--- config.mk ---
export PLATFORM = sky130hd
export DESIGN_NAME = intersection_phase_ctrl
export DESIGN_NICKNAME = d
export VERILOG_FILES = /design/src/rtl/traffic_pkg.sv /design/src/rtl/dwell_timer.sv /design/src/rtl/intersection_phase_ctrl.sv
export SDC_FILE = /design/constraint.sdc
export NUM_CORES = 1
export LEC_CHECK = 0
export CELL_PAD_IN_SITES_DETAIL_PLACEMENT = 1
export CELL_PAD_IN_SITES_GLOBAL_PLACEMENT = 2
export CORE_MARGIN = 2
export CORE_UTILIZATION = 36
export CTS_BUF_LIST = sky130_fd_sc_hd__clkbuf_8
export DETAILED_ROUTE_END_ITERATION = 10
export GPL_ROUTABILITY_DRIVEN = 0
export PLACE_DENSITY_LB_ADDON = 0.15
export SLEW_MARGIN = 20
export SYNTH_ARGS = -nofsm -noshare
export SYNTH_HDL_FRONTEND = slang
export SYNTH_HIERARCHICAL = 1
export SYNTH_SLANG_ARGS = --single-unit
--- constraint.sdc ---
create_clock -name clk -period 3.35 [get_ports clk]
set_input_delay 0.67 -clock clk [delete_from_list [all_inputs] [get_ports clk]]
set_output_delay 0.67 -clock clk [all_outputs]
set_load 0.01 [all_outputs]
--- src/rtl/traffic_pkg.sv ---
`default_nettype none
// ============================================================================
// Module      : traffic_pkg
// Description : Shared types, lamp encodings and default dwell values for the
//               two-road intersection sequencer.
// Revision    : 1.0 - initial release
// ============================================================================
package traffic_pkg;

    // Phase of the intersection sequence. FLASH exists only when the
    // FLASH_MODE_EN build option is enabled, but the encoding is always reserved.
    typedef enum logic [2:0] {
        IDLE  = 3'd0,
        NS_G  = 3'd1,
        NS_Y  = 3'd2,
        AR1   = 3'd3,
        EW_G  = 3'd4,
        EW_Y  = 3'd5,
        AR2   = 3'd6,
        FLASH = 3'd7
    } phase_t;

    // One-hot lamp head encoding {RED, YELLOW, GREEN}
    typedef logic [2:0] light_t;

    localparam light_t LIGHT_RED    = 3'b100;
    localparam light_t LIGHT_YELLOW = 3'b010;
    localparam light_t LIGHT_GREEN  = 3'b001;

    // Default dwell values in clock cycles
    localparam int DEF_CNT_W      = 8;
    localparam int DEF_GREEN_CYC  = 20;
    localparam int DEF_YELLOW_CYC = 4;
    localparam int DEF_ALLRED_CYC = 2;
    localparam int DEF_PED_CYC    = 10;

    // North-south head for a given phase
    function automatic light_t ns_light(input phase_t p);
        case (p)
            NS_G:    return LIGHT_GREEN;
            NS_Y:    return LIGHT_YELLOW;
            default: return LIGHT_RED;
        endcase
    endfunction

    // East-west head for a given phase
    function automatic light_t ew_light(input phase_t p);
        case (p)
            EW_G:    return LIGHT_GREEN;
            EW_Y:    return LIGHT_YELLOW;
            default: return LIGHT_RED;
        endcase
    endfunction

endpackage : traffic_pkg
`default_nettype wire

--- src/rtl/dwell_timer.sv ---
`default_nettype none
// ============================================================================
// Module      : dwell_timer
// Description : Down-counter for phase dwell. Loads a value, decrements to
//               zero and holds there; done is high while the count is zero.
// Revision    : 1.0 - initial release
// ============================================================================
module dwell_timer #(
    parameter int CNT_W = 8
) (
    input  logic             clk,
    input  logic             reset_n,
    input  logic             load,
    input  logic [CNT_W-1:0] value,
    output logic [CNT_W-1:0] count,
    output logic             done
);

    // Load has priority; otherwise count down and stick at zero
    always_ff @(posedge clk or negedge reset_n) begin
        if (!reset_n) begin
            count <= '0;
        end else if (load) begin
            count <= value;
        end else if (count != '0) begin
            count <= count - 1'b1;
        end
    end

    // Dwell expires on the cycle the count reaches zero
    always_comb begin
        done = (count == '0);
    end

endmodule : dwell_timer
`default_nettype wire

--- src/rtl/intersection_phase_ctrl.sv ---
`default_nettype none
// ============================================================================
// Module      : intersection_phase_ctrl
// Description : Two-road intersection sequencer with all-red clearance and
//               latched pedestrian walk requests. All lamp outputs are
//               registered one cycle behind the phase register.
//               Build option FLASH_MODE_EN adds flash_req and a flashing-
//               yellow FLASH phase entered from IDLE or the end of all-red.
// Revision    : 1.0 - initial release
// ============================================================================
module intersection_phase_ctrl
    import traffic_pkg::*;
#(
    parameter int CNT_W      = DEF_CNT_W,
    parameter int GREEN_CYC  = DEF_GREEN_CYC,
    parameter int YELLOW_CYC = DEF_YELLOW_CYC,
    parameter int ALLRED_CYC = DEF_ALLRED_CYC,
    parameter int PED_CYC    = DEF_PED_CYC
) (
    input  logic clk,
    input  logic reset_n,
    input  logic start,
    input  logic ped_req_ns,
    input  logic ped_req_ew,
`ifdef FLASH_MODE_EN
    input  logic flash_req,
`endif
    output logic ns_red,
    output logic ns_yellow,
    output logic ns_green,
    output logic ew_red,
    output logic ew_yellow,
    output logic ew_green,
    output logic walk_ns,
    output logic walk_ew,
    output logic busy
);

    phase_t             state;
    phase_t             next_state;
    logic               load;
    logic [CNT_W-1:0]   load_val;
    logic [CNT_W-1:0]   count;
    logic               done;
    logic               enter_ns;
    logic               enter_ew;
    logic               pend_ns;
    logic               pend_ew;
    logic               serve_ns;
    logic               serve_ew;
    light_t             ns_head;
    light_t             ew_head;
    logic               walk_ns_d;
    logic               walk_ew_d;
`ifdef FLASH_MODE_EN
    logic               flash_on;
`endif

    // Counter preload for a phase: dwell minus one so the phase lasts DWELL cycles
    function automatic logic [CNT_W-1:0] dwell_of(input phase_t p);
        case (p)
            NS_G, EW_G:  return CNT_W'(GREEN_CYC - 1);
            NS_Y, EW_Y:  return CNT_W'(YELLOW_CYC - 1);
            AR1, AR2:    return CNT_W'(ALLRED_CYC - 1);
            FLASH:       return CNT_W'(YELLOW_CYC - 1);
            default:     return '0;
        endcase
    endfunction

    dwell_timer #(
        .CNT_W (CNT_W)
    ) u_dwell_timer (
        .clk     (clk),
        .reset_n (reset_n),
        .load    (load),
        .value   (load_val),
        .count   (count),
        .done    (done)
    );

    // Phase register
    always_ff @(posedge clk or negedge reset_n) begin
        if (!reset_n) begin
            state <= IDLE;
        end else begin
            state <= next_state;
        end
    end

    // Next phase and timer reload; start is only looked at in IDLE and at the end of all-red
    always_comb begin
        next_state = state;
        load       = 1'b0;
        load_val   = '0;
        case (state)
            IDLE: begin
`ifdef FLASH_MODE_EN
                if (flash_req) next_state = FLASH;
                else
`endif
                if (start)     next_state = NS_G;
            end
            NS_G: if (done) next_state = NS_Y;
            NS_Y: if (done) next_state = AR1;
            AR1: begin
                if (done) begin
`ifdef FLASH_MODE_EN
                    if (flash_req)  next_state = FLASH;
                    else
`endif
                    if (start)      next_state = EW_G;
                    else            next_state = IDLE;
                end
            end
            EW_G: if (done) next_state = EW_Y;
            EW_Y: if (done) next_state = AR2;
            AR2: begin
                if (done) begin
`ifdef FLASH_MODE_EN
                    if (flash_req)  next_state = FLASH;
                    else
`endif
                    if (start)      next_state = NS_G;
                    else            next_state = IDLE;
                end
            end
`ifdef FLASH_MODE_EN
            FLASH: begin
                if (!flash_req) begin
                    next_state = AR2;
                end else if (done) begin
                    // Restart the half-period for the next yellow toggle
                    load     = 1'b1;
                    load_val = dwell_of(FLASH);
                end
            end
`endif
            default: next_state = IDLE;
        endcase
        if (next_state != state) begin
            load     = 1'b1;
            load_val = dwell_of(next_state);
        end
    end

    // Green-entry strobes that decide whether a walk window is granted
    always_comb begin
        enter_ns = (next_state == NS_G) && (state != NS_G);
        enter_ew = (next_state == EW_G) && (state != EW_G);
    end

    // Pedestrian latches: a request on the entry edge is served immediately,
    // one arriving later in the green waits for the next green of that road
    always_ff @(posedge clk or negedge reset_n) begin
        if (!reset_n) begin
            pend_ns  <= 1'b0;
            pend_ew  <= 1'b0;
            serve_ns <= 1'b0;
            serve_ew <= 1'b0;
        end else begin
            if (enter_ns) begin
                serve_ns <= pend_ns | ped_req_ns;
                pend_ns  <= 1'b0;
            end else begin
                if (ped_req_ns) pend_ns <= 1'b1;
                if (next_state != NS_G) serve_ns <= 1'b0;
            end
            if (enter_ew) begin
                serve_ew <= pend_ew | ped_req_ew;
                pend_ew  <= 1'b0;
            end else begin
                if (ped_req_ew) pend_ew <= 1'b1;
                if (next_state != EW_G) serve_ew <= 1'b0;
            end
        end
    end

`ifdef FLASH_MODE_EN
    // Flashing yellow level: starts lit and toggles each time the half-period expires
    always_ff @(posedge clk or negedge reset_n) begin
        if (!reset_n) begin
            flash_on <= 1'b0;
        end else if (state != FLASH) begin
            flash_on <= 1'b1;
        end else if (done && flash_req) begin
            flash_on <= ~flash_on;
        end
    end
`endif

    // Lamp decode; walk covers the first PED_CYC cycles of a served green
    always_comb begin
        ns_head   = ns_light(state);
        ew_head   = ew_light(state);
        walk_ns_d = (state == NS_G) && serve_ns && (count >= CNT_W'(GREEN_CYC - PED_CYC));
        walk_ew_d = (state == EW_G) && serve_ew && (count >= CNT_W'(GREEN_CYC - PED_CYC));
`ifdef FLASH_MODE_EN
        if (state == FLASH) begin
            ns_head = {1'b0, flash_on, 1'b0};
            ew_head = {1'b0, flash_on, 1'b0};
        end
`endif
    end

    // Registered lamp and status outputs; reset forces both heads red at once
    always_ff @(posedge clk or negedge reset_n) begin
        if (!reset_n) begin
            {ns_red, ns_yellow, ns_green} <= LIGHT_RED;
            {ew_red, ew_yellow, ew_green} <= LIGHT_RED;
            walk_ns <= 1'b0;
            walk_ew <= 1'b0;
            busy    <= 1'b0;
        end else begin
            {ns_red, ns_yellow, ns_green} <= ns_head;
            {ew_red, ew_yellow, ew_green} <= ew_head;
            walk_ns <= walk_ns_d;
            walk_ew <= walk_ew_d;
            busy    <= (state != IDLE);
        end
    end

endmodule : intersection_phase_ctrl
`default_nettype wire

# Word level (Yosys, flattened, before mapping)
# Cells that the tools add are included.
[totals] ff_bits=24 output_inout_bits=9
[classes] addsub=1 magnitude_cmp=1 eq_ne=18 mux=25 n_bitwise=2 reduce_logical=18
[ops] op="2-to-1 mux 3 bit" count=8
[ops] op="equality test 3 bit, second input constant" count=7
[ops] op="case mux 3 bit (7 select lines)" count=1
[ops] op="2-to-1 mux 8 bit" count=2
[ops] op="case mux 5 bit (3 select lines)" count=1
[ops] op="equality test 3 x 2 -> 1 bit, second input constant" count=4
[ops] op="case mux 3 bit (2 select lines)" count=2
[ops] op="2-to-1 mux 1 bit" count=10
[ops] op="nonzero test 2 bit" count=5
[ops] op="greater-or-equal comparator 8 x 4 -> 1 bit, second input constant" count=1
[ops] op="zero test 8 bit" count=1
[ops] op="nonzero test 8 bit" count=1
[ops] op="subtractor 8 x 1 -> 8 bit, second input constant" count=1
[ops] op="equality test 3 x 1 -> 1 bit, second input constant" count=2
[ops] op="logical AND 1 bit" count=6
[ops] op="inequality test 3 x 1 -> 1 bit, second input constant" count=2
[ops] op="inequality test 3 bit, second input constant" count=2
[ops] op="2-to-1 mux 5 bit" count=1
[ops] op="OR reduction 2 bit" count=2
[ops] op="zero test 3 bit" count=1
[ops] op="inequality test 3 bit" count=1
[ops] op="nonzero test 3 bit" count=1
[ops] op="OR reduction 3 bit" count=1
[ops] op="bitwise OR 1 bit" count=2

# Depth between registers and ports, before layout
# Gate-level depths: netlist of the first run.
[depth] word_depth=8 depth_mapped=12 ltp_nobuf=10

# Cells and area by module
# Netlist of the first run, hierarchy kept.
[by_module_without_submodules] module="intersection_phase_ctrl" n_inst=1 cells_per_inst=72 area_per_inst_um2=729.4 seq_area_each_um2=402.9
[by_module_without_submodules] module="dwell_timer" n_inst=1 cells_per_inst=54 area_per_inst_um2=476.7 seq_area_each_um2=200.2

# Worst setup path after synthesis of the first run
# OpenSTA, ideal clock, no wires.
[synth_path] kind="register -> register" from="register u_dwell_timer.count[0]" to="register u_dwell_timer.count[4]" setup_ps=79 arrival_time_ps=2259 slack_ps=1012 path_stages_with_launch=12 path_buffers=3 period_less_slack_ps=2338 path_cell_list="dfrtp_1 -> inv_1 -> ha_1 -> or3b_1 -> clkbuf_2 -> nor2_1 -> buf_2 -> o21ai_1 -> nand3_2 -> dlygate4sd1_1 -> a21oi_1 -> a2bb2oi_1"
[synth_lines] item="from (decl)" line="dwell_timer.sv:15" text="output logic [CNT_W-1:0] count,"
[synth_lines] item="from (signal assigned)" line="dwell_timer.sv:24" text="count <= value;"
[synth_lines] item="from (signal assigned)" line="dwell_timer.sv:26" text="count <= count - 1'b1;"
[synth_lines] item="zero test 8 bit *" line="dwell_timer.sv:32" text="done = (count == '0);"
[synth_lines] item="via done" line="intersection_phase_ctrl.sv:44" text="logic done;"
[synth_lines] item="2-to-1 mux 3 bit (tied with other cells)" line="intersection_phase_ctrl.sv:118" text="if (done) begin"
[synth_lines] item="case mux 3 bit (7 select lines) *" line="intersection_phase_ctrl.sv:95" text="case (state)"
[synth_lines] item="inequality test 3 bit *" line="intersection_phase_ctrl.sv:140" text="if (next_state != state) begin"
[synth_lines] item="2-to-1 mux 1 bit *" line="intersection_phase_ctrl.sv:140"
[synth_lines] item="via load" line="intersection_phase_ctrl.sv:41" text="logic load;"
[synth_lines] item="2-to-1 mux 8 bit or nonzero test 2 bit (tied branches)"
# Mark *: on every way through the listed nets, which the timed path passes. The rest lies on a longest branch. The select of a mux whose other input is x is not followed.
# A chain may end at the register's enable or synchronous reset.

# Worst setup path in the final report of the first run
[layout_path] from="register u_dwell_timer.count[0]" to="register u_dwell_timer.count[0]"
[layout_via] elab_chain_cells=8
[layout_lines] item="zero test 8 bit *" line="dwell_timer.sv:32"
[layout_lines] item="via done" line="intersection_phase_ctrl.sv:44"
[layout_lines] item="2-to-1 mux 3 bit (tied with other cells)" line="intersection_phase_ctrl.sv:118"
[layout_lines] item="case mux 3 bit (7 select lines) *" line="intersection_phase_ctrl.sv:95"
[layout_lines] item="via next_state[1]" line="intersection_phase_ctrl.sv:40" text="phase_t next_state;"
[layout_lines] item="equality test 3 bit (tied with other cells)" line="intersection_phase_ctrl.sv:61" text="case (p)"
[layout_lines] item="OR reduction 3 bit (no source line) or OR reduction 2 bit (tied branches)"
[layout_lines] item="case mux 5 bit (3 select lines)" line="intersection_phase_ctrl.sv:61"
[layout_lines] item="2-to-1 mux 5 bit *" line="intersection_phase_ctrl.sv:140"
[layout_lines] item="via load_val[0]" line="intersection_phase_ctrl.sv:42" text="logic [CNT_W-1:0] load_val;"
[layout_lines] item="2-to-1 mux 8 bit *" line="dwell_timer.sv:23" text="end else if (load) begin"
# Marks and branches as above.

==> results of run 1 <==
power groups by stage:
stage          Sequential (mW)  Combinational [mW]  Clock [mW]
2_1_floorplan            0.482               0.325           0
3_3_place_gp             0.526               0.417           0
3_5_place_dp             0.529               0.428           0
4_1_cts                  0.525               0.427       0.260
5_1_grt                  0.549               0.489       0.274
6_report                 0.525               0.421       0.250
Yosys cell counts (2+ instances only):
library cell,instances
dfrtp_1,22
nor2_1,15
nand2_1,12
o21ai_0,7
a21oi_1,6
inv_1,5
nand3_1,4
nor3_1,4
nor4_1,3
o31ai_1,3
buf_2,2
buf_6,2
dfstp_2,2
o22ai_1,2
o31a_1,2
or3_1,2
or4_1,2
xnor2_1,2
worst paths after layout:
| check | to | slack (ps) |
|---|---|---|
| setup reg to reg | u_dwell_timer/count[0] | 840 |
| hold reg to reg | pend_ew | 510 |
| hold / removal | pend_ew | 510 |
| max in group asynchronous | ew_red | 2300 |
| setup / recovery | u_dwell_timer/count[0] | 840 |
| min in group asynchronous | ew_yellow | 770 |
critical path, delay by kind of cell, from the launching register on:
family                     cells  cell delay (ps)
AOI/OAI and AO/OA              3              530
adders and majority gates      1              230
buffers and inverters          2              300
DFF                            1              440
and+or+nand+nor                5              900
final cells by class:
cell class	instances	area share, %
well taps	46	3.95
flip-flops and latches	24	41.4
repair buffers	16	10.5
clock inverters	1	2.06
multi-input cells	94	37.7
clock buffers	3	2.84
inverters	6	1.55
stage by stage:
step	util, %	setup WS, ps	cells
after floorplan	-	1010	130
after global placement	42.2	973	186
after detailed placement	42.2	869	186
after CTS	44.3	828	190
after global routing	44.3	606	190
final	44.3	840	190
layer usage:
metal	routed length [um]	part of all wire [%]	global-route usage, %
met5	0	0	0
met4	19	0.70	5.78
met3	71	2.6	2.28
met2	1370	51	30.1
met1	1250	46	21.2
cell families (layout without fill, tap and decap cells):
kind of cell,Yosys count,in the layout,synth area share (%)
other cells,1,5,0.311
flops,24,24,50.0
xor+xnor,2,2,1.45
fa+ha+maj,1,1,1.04
buf+inv,12,26,5.70
simple gates,52,52,22.2
compound gates,34,34,19.3
==> out/results.ini, run 1 <==
[outcome]
outcome = completed

[cells_and_area]
reg.largest.list = u_dwell_timer/count (8), state (3)
largest_reg_flops = 8
area_delta_synth_final_pct = 20.7
top_register = u_dwell_timer/count
antenna_cells = 0
layout.area.seq_sq_um = 603
drive_gt1_share_pct = 11.8
fillCellCount = 393
nNetsFinal = 151
multi_input_area_sq_um = 549
final_area_sq_mm = 0.00146
final_cell_mix = dfrtp_1 (22), nor2_1 (15), clkdlybuf4s50_1 (13)
final_common_cell = dfrtp_1

[sta]
fmax_mhz = 398
grt_setup_unrepaired = no
timing.setup.tns_ps = 0
worstMarginPinSlew_ps = 521
slew_viol_final = 0
skew_ps = 3.77
setup_viol = 0
fin_crit_ps = 2510
slew_headroom_pct = 64.9
hold-worst-slack_ps = 506
fin_crit_sh_pct = 74.9
hold_violations = 0

[floorplanning]
ioPinCount = 14
core-area_sq_mm = 0.00328
rows = 21
dieArea_sq_mm = 0.00383
die_h_um = 61.9
die_w_um = 61.9
initial_utilization_pct = 36.7

[synth]
syn_avg_cell_area_sq_um = 9.57
async_reset_ff_share_pct = 100
synth_ff_type = dfrtp_1
yosysTopAreaCell = dfrtp_1
synth_cells = 126
yosys_register_bits = 24
ys_warn_count = 6
synth_top_area_share_pct = 45.6
synth_area_leaders = dfrtp_1 (46%), nor2_1 (4.7%), dfstp_2 (4.4%), nand2_1 (3.7%), o21ai_0 (2.9%)
synth-edff-count = 0
ys_seq_area_share_pct = 50.0
netlist_area_sq_mm = 0.00121
ys_types = 47

[clock_network]
cts_buffer_depth = 2
cts_tree = yes
htreeDepth = 1
cts_sinks = 24
cts_hold_buf = 0
clockRootBuffer = clkbuf_8
cts_setup_buffers = 0
cts_made_buffers = 3
cts_resized = 0
clock_latency_ps = 260
clk_pin_slew_worst_paths_ps = 80

[global_routing]
grt_start_max_net_pins = 25
grt_pass1_wl_um = 4860
grt-ovfl-total = 0
grt_pass1_vias = 1093
antenna_found_initial = 0
global_route.usage.total_pct = 17.0

[power]
p_per_area_mw_per_mm2 = 821
pwr-share-seq_pct = 43.9
ir_drop_uv = 277
power_mw = 1.20
p_sw_share_pct = 37.3
intPower_mw = 0.750
p_sw_mw = 0.446
p_leak_nw = 0.597
pwr-share-clk_pct = 20.9
combPwrFrac_pct = 35.2

[critical_path]
endpoint_kind = flop
crit_arrival_ps = 2660
reg2reg_from = u_dwell_timer/count[0]
crit_start = u_dwell_timer/count[0]
cp_max_fo = 12
timing_worst_setup_path_type = reg2reg
rr_worst_depth = 11
cpMaxStageDelayCell = or3b_1
crit_path_max_incr_delay_ps = 490
path_cells = inv_1, ha_1, or3b_1, nor2_1, buf_4, nor2_1, o21ai_0, nand2_1, o31a_1, nand2_1, o31ai_1
startpoint_type = flop
crit_required_ps = 3500

[route]
vias = 972
viasPerCell = 5.12
drtIter0Drc = 11
ant_nets = 0
wire_per_inst_um = 14.3
routed_wirelength_um = 2710
firstDrtPassIters = 4
drc = 0

[hold_path]
hp-start = pend_ew
min_path_cells = 2
hp-class = reg2reg

[place]
dp_hpwl_um = 2070
dpl-instance-area_sq_mm = 0.00139
portBuffers = 13

[run]
maxCapViolCount = 0

No activity file was read; power rests on OpenSTA's default activity.
==> run 2: changes to the inputs <==
==> constraint.sdc (replaced) <==
create_clock -name clk -period 2.53 [get_ports clk]
set_input_delay 0.506 -clock clk [delete_from_list [all_inputs] [get_ports clk]]
set_output_delay 0.506 -clock clk [all_outputs]
set_load 0.01 [all_outputs]
==> out/results.ini, run 2 (synthesis results as in run 1) <==
[hold_path]
hp-class = reg2reg  ; unchanged

[route]
viasPerCell = 5.17  ; was 5.12
routed_wirelength_um = 2750  ; was 2710 um
ant_nets = 0  ; unchanged
vias = 998  ; was 972
dr.max_layer_used = met4  ; unchanged
wire_per_inst_um = 14.2  ; was 14.3 um
wl_met1_um = 1240  ; was 1250 um
wl_met3_um = 76  ; was 71 um
firstDrtPassIters = 4  ; unchanged
drc = 0  ; unchanged
drtIter0Drc = 34  ; was 11
met2WireLength_um = 1360  ; was 1370 um

[place]
dp.cells = 189  ; was 186
dp_hpwl_um = 2060  ; was 2070 um
portBuffers = 13  ; unchanged

[global_routing]
grt_pass1_wl_um = 4800  ; was 4860 um
grt_pass1_vias = 1038  ; was 1,093
global_route.usage.total_pct = 17.1  ; was 17.0%
antenna_found_initial = 0  ; unchanged
grt_start_max_net_pins = 25  ; unchanged
grt-ovfl-total = 0  ; unchanged

[critical_path]
endpoint_kind = flop  ; unchanged
crit_family = simple AND/OR/NAND/NOR gates  ; unchanged
cp_max_fo = 13  ; was 12
startpoint_type = flop  ; unchanged
crit_arrival_ps = 2460  ; was 2660 ps
r2r_slack_ps = 210  ; was 840 ps
cpMaxStageDelayCell = dfrtp_1  ; was or3b_1
crit_required_ps = 2680  ; was 3500 ps
critical_path.most_common_cell = nand2_1
path_buf_inv = 2  ; unchanged
timing_worst_setup_path_type = reg2reg  ; unchanged
path_cells = inv_1, ha_1, or3b_1, nor2_1, buf_4, a21oi_2, o21ai_0, nand2_1, o31a_1, nand2_1, o31ai_1  ; was inv_1, ha_1, or3b_1, nor2_1, buf_4, nor2_1, o21ai_0, nand2_1, o31a_1, nand2_1, o31ai_1
crit_path_max_incr_delay_ps = 430  ; was 490 ps

[sta]
slew_headroom_pct = 62.3  ; was 64.9%
slew_viol_final = 0  ; unchanged
hold_violations = 0  ; unchanged
fin_crit_ps = 2320  ; was 2510 ps
fin_crit_sh_pct = 91.5  ; was 74.9%
skew_ps = 4.93  ; was 3.77 ps
timing.setup.tns_ps = 0  ; unchanged
hold-worst-slack_ps = 495  ; was 506 ps
setup_viol = 0  ; unchanged
grt_setup_unrepaired = no  ; unchanged
fmax_mhz = 432  ; was 398 MHz
worstMarginPinSlew_ps = 561  ; was 521 ps

[cells_and_area]
layoutNonFillerInstCount = 193  ; was 190
final_cell_mix = dfrtp_1 (22), nor2_1 (15), clkdlybuf4s50_1 (13)  ; unchanged
nNetsFinal = 154  ; was 151
reg.largest.list = u_dwell_timer/count (8), state (3)  ; unchanged
area_delta_synth_final_pct = 22.6  ; was 20.7%
top_register = u_dwell_timer/count  ; unchanged
fillCellCount = 389  ; was 393
antenna_cells = 0  ; unchanged
final_common_cell = dfrtp_1  ; unchanged
fin_util_pct = 45.0  ; was 44.3%
drive_gt1_share_pct = 13.6  ; was 11.8%
largest_reg_flops = 8  ; unchanged

[clock_network]
cts_resized = 0  ; unchanged
cts_hold_buf = 0  ; unchanged
cts_buffer_depth = 2  ; unchanged
cts_sinks = 24  ; unchanged
clock_latency_ps = 260  ; about the same
clk_pin_slew_worst_paths_ps = 90  ; was 80 ps
cts_made_buffers = 3  ; unchanged
htreeDepth = 1  ; unchanged
cts_setup_buffers = 0  ; unchanged
clockRootBuffer = clkbuf_8  ; unchanged
cts_tree = yes  ; unchanged

[floorplanning]
initial_utilization_pct = 36.7  ; unchanged
rows = 21  ; unchanged
dieArea_sq_mm = 0.00383  ; unchanged
ioPinCount = 14  ; unchanged
core-area_sq_mm = 0.00328  ; unchanged
die_w_um = 61.9  ; unchanged
die_h_um = 61.9  ; unchanged

[outcome]
outcome = completed  ; unchanged

[run]
maxCapViolCount = 0  ; unchanged

[power]
p_leak_nw = 0.611  ; was 0.597 nW
p_per_area_mw_per_mm2 = 1090  ; was 821 mW/mm^2
ir_drop_uv = 335  ; was 277 uV
power_mw = 1.61  ; was 1.20 mW

==> run 2: layout make-up <==
| cell class | count | area, sq um | share of cell area (%) |
|---|---|---|---|
| inverters | 6 | 22.5 | 1.52 |
| repair buffers | 19 | 175 | 11.8 |
| flip-flops and latches | 24 | 603 | 40.8 |
| clock inverters | 1 | 30.0 | 2.03 |
| multi-input cells | 94 | 549 | 37.1 |
| well taps | 46 | 57.6 | 3.89 |
| clock buffers | 3 | 41.3 | 2.79 |
==> run 2: through the flow <==
stage               instance area (sq um)  worst slack (ps)
global route                         1480              65.3
detailed placement                   1410               226
CTS                                  1480               202
finish                               1480               215
floorplan                            1220               192
global placement                     1410               291
==> run 2: power by group <==
group | internal, mW | switching, mW
Combinational | 0.292 | 0.334
Sequential | 0.514 | 0.142
Clock | 0.211 | 0.120
Total | 1.02 | 0.597
==> run 2: worst register-to-register path: stages, from the launching register on <==
cell	delay (ps)
dfrtp_1	430
inv_1	100
ha_1	230
or3b_1	380
nor2_1	110
buf_4	200
a21oi_2	70
o21ai_0	150
nand2_1	110
o31a_1	290
nand2_1	70
o31ai_1	70
==> run 2: path summary, 6_finish.rpt <==
path | startpoint | endpoint | cells after the start
max in group asynchronous | reset_n | ew_red | 2
min in group asynchronous | reset_n | ns_yellow | 2
worst min register to register | pend_ew | pend_ew | 2
worst max-delay path | u_dwell_timer/count[0] | u_dwell_timer/count[0] | 11
worst min-delay path | pend_ew | pend_ew | 2
worst max register to register | u_dwell_timer/count[0] | u_dwell_timer/count[0] | 11
==> run 2: metal layers <==
metal,global-route usage [%],up-vias
li1,-,489
met1,21.9,488
met2,28.6,15
met3,2.48,6
met4,7.90,0
met5,0,-
